[config.mk]
export PLATFORM = sky130hd
export DESIGN_NAME = mips_fetch_stage
export DESIGN_NICKNAME = d
export VERILOG_FILES = /design/src/rtl/mips_defs_pkg.sv /design/src/rtl/mips_fetch_stage_buf.sv /design/src/rtl/mips_fetch_stage.sv
export SDC_FILE = /design/constraint.sdc
export NUM_CORES = 1
export LEC_CHECK = 0
export ABC_AREA = 1
export ABC_CLOCK_PERIOD_IN_PS = 4750
export CAP_MARGIN = 20
export CORE_AREA = 2 2 92 94
export DETAILED_ROUTE_END_ITERATION = 8
export DIE_AREA = 0 0 94 96
export MAX_ROUTING_LAYER = met4
export PLACE_DENSITY = 0.85
export SYNTH_ARGS = -nofsm -noshare
export SYNTH_HDL_FRONTEND = slang
export SYNTH_SLANG_ARGS = --single-unit
[constraint.sdc]
create_clock -name clk -period 4.75 [get_ports clk]
set_input_delay 0.475 -clock clk [delete_from_list [all_inputs] [get_ports clk]]
set_output_delay 0.475 -clock clk [all_outputs]
set_load 0.005 [all_outputs]
[src/rtl/mips_defs_pkg.sv]
// Shared definitions for the MIPS pipeline front end.
//   RESET_PC   : boot vector, recorded as the trace PC out of reset
//   NOP_INSTR  : encoding substituted for instructions that must not execute
//   fe_state_e : fetch-stage occupancy (empty, live SRAM data, buffered data)
package mips_defs;

  localparam logic [31:0] RESET_PC  = 32'hbfc0_0000;
  localparam logic [31:0] NOP_INSTR = 32'h0000_0000;

  typedef enum logic [1:0] {
    IDLE = 2'd0,  // no live fetch
    LIVE = 2'd1,  // instruction is the SRAM read data of this cycle
    HELD = 2'd2   // decode stalled; instruction comes from the hold buffer
  } fe_state_e;

endpackage

[src/rtl/mips_fetch_stage_buf.sv]
// One-entry hold register for the instruction SRAM read data.
//   clk, rst   : clock, asynchronous active-high reset
//   capture_i  : latch rdata_i at the coming edge (first stalled edge)
//   select_i   : present the buffered word instead of the live SRAM data
//   rdata_i    : instruction SRAM read data
//   instr_o    : selected instruction word
module mips_fetch_buf (
  input  logic        clk,
  input  logic        rst,
  input  logic        capture_i,
  input  logic        select_i,
  input  logic [31:0] rdata_i,
  output logic [31:0] instr_o
);

  logic [31:0] buf_q;

  // NOTE: a single 32-bit register, not a memory array, so it takes the
  // async reset like any other flop and comes out of reset as zero.
  always_ff @(posedge clk or posedge rst) begin
    if (rst) begin
      buf_q <= '0;
    end else if (capture_i) begin
      // NOTE: sequential state is written only with non-blocking assignments.
      buf_q <= rdata_i;
    end
  end

  assign instr_o = select_i ? buf_q : rdata_i;

endmodule

[src/rtl/mips_fetch_stage.sv]
// Instruction-fetch stage of the five-stage MIPS pipeline.
// Registers the next PC whenever the stage may advance, issues the aligned
// address to the synchronous instruction SRAM, and offers {PC, instruction}
// to decode under a valid/allowin handshake. A decode stall parks the SRAM
// data in a one-entry buffer so the SRAM can be idled.
//   clk, rst          : clock, asynchronous active-high reset
//   nextpc            : next fetch address from PC calculation
//   flush             : redirect from EX; kills the current IF content
//   de_allowin        : decode accepts an instruction this cycle
//   fe_allowin        : IF accepts nextpc at the coming edge
//   fe_valid, fe_pc   : live fetch flag and its PC
//   fe_to_de_valid    : instruction offered to decode
//   fe_instruction    : instruction word (NOP when misaligned)
//   fe_adel           : misaligned fetch PC, for AdEL in decode
//   inst_sram_*       : synchronous instruction SRAM port
module mips_fetch_stage
  import mips_defs::*;
#(
  parameter logic [31:0] RESET_PC = mips_defs::RESET_PC
) (
  input  logic        clk,
  input  logic        rst,
  input  logic [31:0] nextpc,
  input  logic        flush,
  input  logic        de_allowin,
  output logic        fe_allowin,
  output logic        fe_valid,
  output logic [31:0] fe_pc,
  output logic        fe_to_de_valid,
  output logic [31:0] fe_instruction,
  output logic        fe_adel,
  output logic        inst_sram_en,
  output logic [31:0] inst_sram_addr,
  input  logic [31:0] inst_sram_rdata
);

  fe_state_e   state_q, state_d;
  logic [31:0] pc_q, pc_d;
  logic        capture;
  logic [31:0] buf_instr;

  assign fe_valid       = (state_q != IDLE);
  // A flush always frees the stage so the redirect target is taken at once.
  assign fe_allowin     = !fe_valid || de_allowin || flush;
  // Disabled while stalled so the SRAM output is not overwritten by a re-read.
  assign inst_sram_en   = fe_allowin && !rst;
  assign inst_sram_addr = {nextpc[31:2], 2'b00};
  assign fe_to_de_valid = fe_valid && !flush;
  assign fe_pc          = pc_q;
  assign fe_adel        = fe_valid && (pc_q[1:0] != 2'b00);

  always_comb begin
    // NOTE: defaults first so every path assigns every output (no latches).
    state_d = state_q;
    pc_d    = pc_q;
    capture = 1'b0;
    if (fe_allowin) begin
      state_d = LIVE;
      pc_d    = nextpc;
    end else if (state_q == LIVE) begin
      // First stalled edge: park the data before the SRAM output goes stale.
      state_d = HELD;
      capture = 1'b1;
    end
  end

  always_ff @(posedge clk or posedge rst) begin
    if (rst) begin
      state_q <= IDLE;
      pc_q    <= RESET_PC;
    end else begin
      state_q <= state_d;
      pc_q    <= pc_d;
    end
  end

  mips_fetch_buf u_buf (
    .clk       (clk),
    .rst       (rst),
    .capture_i (capture),
    .select_i  (state_q == HELD),
    .rdata_i   (inst_sram_rdata),
    .instr_o   (buf_instr)
  );

  assign fe_instruction = fe_adel ? NOP_INSTR : buf_instr;

endmodule
# Word-level counts from Yosys, hierarchy flattened
# Index checks and enable logic that the tools add are counted.
# classes
eq_ne	2
mux	6
n_reduce_logical	11
# ops
op	count
$mux 32	2
$reduce_bool 2->1	3
$mux 2	2
$logic_and 1x1->1	3
$logic_not 1->1	3
$eq 2x1->1 const B	1
$eq 2x2->1 const B	1
$logic_or 1x1->1	2
$mux 1	2
# word_totals
reg_bits	66

# Longest topological paths before layout
# logic_depth
word_depth	5
ltp_mapped	6
ltp_nobuf	5

# By module
# Synthesis repeated with hierarchy kept, for this count alone.
# unflattened
cells_unflattened	502
area_unflattened_um2	3789.9
# modules_own_cells
mod	n_inst	cells_per_inst	area_each_um2	seq_area_each_um2
mips_fetch_stage	1	261	2001.9	862.1
mips_fetch_buf	1	241	1788.0	800.8

# Worst setup path after synthesis
# OpenSTA, ideal clock, no wires.
# synth_path
path_type	input -> output
from	input rst
to	output inst_sram_en
t_arrival_ns	2.067
required_ns	4.275
slack_ns	2.208
stages	3
n_path_buf	0
cell_sequence	inv_1 nand2_1 inv_1
# synth_between
elab_chain_cells	2
# synth_lines
element	line_no	rtl
start, declared	mips_fetch_stage.sv:22	input logic rst,
$logic_not 1->1 (no line)	-	
$logic_and 1x1->1	mips_fetch_stage.sv:46	assign inst_sram_en = fe_allowin && !rst;
end, declared	mips_fetch_stage.sv:32	output logic inst_sram_en,
# Every way passes these cells.

# Worst setup path after layout
# layout_path
from	register state_q[0]
to	output fe_instruction[9]
# layout_between
elab_chain_cells	3
elab_cells_between_ends	5
classes_between	1 x eq/ne; 2 x mux; 2 x reduce/logical
# layout_lines
element	line_no	rtl
start, declared	mips_fetch_stage.sv:37	fe_state_e state_q, state_d;
start signal, assigned	mips_fetch_stage.sv:72	state_q <= state_d;
$eq 2x2->1 or $reduce_bool 2->1 (tied branches)	mips_fetch_stage.sv:81, mips_fetch_stage.sv:42	
$mux 32 or $logic_and 1x1->1 (tied branches)	mips_fetch_stage_buf.sv:29, mips_fetch_stage.sv:50	
$mux 32 (*)	mips_fetch_stage.sv:86	assign fe_instruction = fe_adel ? NOP_INSTR : buf_instr;
end, declared	mips_fetch_stage.sv:30	output logic [31:0] fe_instruction,
# Mark *: on every way between the ends. The rest lies on a longest branch, timed or not.

==> metrics.cfg <==
[global_routing]
overflow=0
grt_pass1_vias=3180
antenna_found_initial=0
grtUsageTotal_pct=22.30
grt_pass1_wl_microns=15150
grt_max_degree=67

[final_layout]
antennaDiodeCount=0
nets=628
final_common_cell=nand2_1
drive_gt1_share_pct=6.903
layout_common_cells=nand2_1 (227), clkdlybuf4s50_1 (166), dfrtp_1 (57)
area_delta_synth_final_pct=52.42

[cts]
cts-buffers-inserted=9
htree_levels=3
hold_buffers=0
cts_tree=yes
clkTransAtPathRegs_ns=0.07
post_cts_buffers=0
cts.sinks=66
clk_latency_ns=0.34
ctsResizeCount=0
clk_path_buf_depth=2
root_buffer=clkbuf_8

[critical_path]
reg2regPathDepth=7
end_kind=primary output
cp.buffers_inverters=4
critical_path_class=flip-flop to primary output
critical_path_required_ns=4.28
rrSetupSlack_ns=3.11
path_cells=inv_1 -> nand2_1 -> buf_4 -> inv_1 -> nand2_1 -> a21oi_1 -> clkdlybuf4s50_1
slowest_delay_ns=0.68
crit_fanout=33
crit-reg2reg-launch=state_q[1]
cp_slowest_cell=inv_1
cp-start-kind=flip-flop
arrival_ns=2.74
timing.rr.end=fe_pc[9]
path_delay_family=buffers and inverters

[sta]
fin_crit_sh_pct=67.71
maxSlewViolCount=0
setup-tns-final_ns=0
finalCriticalPeriod_ns=3.216
fmax_ghz=0.3109
skew_ns=0.006640
relSlewSlack_pct=40.55
whs_ns=0.4671
setup_violations=0
hold_viol=0
rsz0062_at_grt=false
worstMarginPinSlew_ns=0.8908

[logic_synthesis]
synthSimpleGateAreaFrac_pct=33.22
ys.warnings.count=0
synthesis.area_sq_mm=0.003337
synthAdderAreaFrac_pct=0
synth-seq-cells=66
synth-xor-area-share_pct=0
synth.area.mux_share_pct=0
synth_cell_type_count=16
ys_seq_area_share_pct=49.83
avgSynthCellArea_sq_um=7.707
synth_top_family_by_area=simple AND/OR/NAND/NOR gates
syn_inst=433
synth_compound_area_share_pct=4.949

[power]
powerDensity_mw_per_mm2=311.8
leakage_uw=0.002394
design_power_total_uw=1586
peakVddDrop_uv=208.8

[min_path]
hold_path_class=flip-flop to flip-flop
min_to=fe_pc[24]
min_path_cells=2
hp-start=fe_pc[24]

[drt]
viasPerCell=4.852
detail_route.wl_per_cell_microns=14.30
via_count=3251
drtIter0Drc=164
route.detailed.drc=0
drtAntennaViolNets=0
dr.pass1.iters=9
wl_microns=9579

[placed_design]
gp_congestion=0.7776
dp_hpwl_microns=6856
io_buffer_count=166

[floorplanning]
num_io_pins=169
fp-row-count=33
core_sq_mm=0.008051
die-width_microns=94
fp.dieH_microns=96
die-area_sq_mm=0.009024
start_util_pct=41.45

[job]
maxCapViolCount=0

[run_status]
status=finished clean

## power breakdown
part	leakage, uW	internal (uW)	switching, uW
registers	0.000794	644	44.2
clock network	0.000116	315	204
logic	0.00148	212	168
## cell type report
cell class	instances	area [sq um]
clock inverter	1	30.03
clock buffer	15	196.4
timing repair buffer	174	1749
tap	105	131.4
multi-input combinational	301	1286
fill	691	2965
sequential	66	1663
inverter	8	30.03
## layer usage
layer / vias to the layer above / part of all wire, % / global-route usage (%)
li1: 1602 / - / -
met1: 1492 / 40 / 25.33
met4: 0 / 1.4 / 6.522
met2: 140 / 49 / 36.55
met5: - / 0 / -
met3: 17 / 9.2 / 9.084
## state kept, by name (all words and copies together), names as in the netlist
name         cells
u_buf.buf_q     32
state_q          2
fe_pc           32
## worst register-to-register path: stages, from the launching register on
cell and delay, ns:
dfrtp_1 0.44, nor2_4 0.23, nor2_4 0.04, buf_4 0.24, nand2_1 0.10, buf_4 0.33, nand2_1 0.12, nand2_1 0.09
## stage by stage
step           setup slack [ns]  cell area, sq um  cells  util, %
5_1_grt                   1.337              5086    670    63.17
4_1_cts                   1.500              5044    668    62.64
6_report                  1.534              5086    670    63.17
3_5_place_dp              1.826              4817    652    59.83
3_3_place_gp              1.863              4817    652    59.83
2_1_floorplan             2.208              3341    434        -
## cells in the mapped netlist
cell	number	area [sq um]
nor2_4	2	22.52
a21oi_1	32	160.2
inv_1	7	26.28
clkbuf_1	5	18.77
nor2_1	3	11.26
dfrtp_1	57	1426
buf_2	20	100.1
nand2_1	227	852.1
nand4_1	33	206.5
dfstp_2	9	236.5
buf_1	2	7.510
buf_4	32	240.2
conb_1	1	3.750
nor3_4	1	16.27
inv_2	1	3.750
o21ai_0	1	5.000
## worst max-delay path by stage
stage | to | startpoint | cells past startpoint | slack [ns]
after floorplan | inst_sram_en | rst | 3 | 2.21
after global placement | inst_sram_en | flush | 8 | 1.86
after detailed placement | inst_sram_en | flush | 8 | 1.83
after CTS | fe_instruction[9] | state_q[0] | 7 | 1.50
after global routing | fe_instruction[9] | state_q[0] | 7 | 1.34
final | fe_instruction[9] | state_q[0] | 7 | 1.53
## cells by family (layout without fill, tap and decap cells)
kind of cell    Yosys count  after routing
simple gates            266            266
buf+inv                  67            198
flops                    66             66
compound gates           33             33
other cells               1              2
Power figures use the tool's default switching activity.
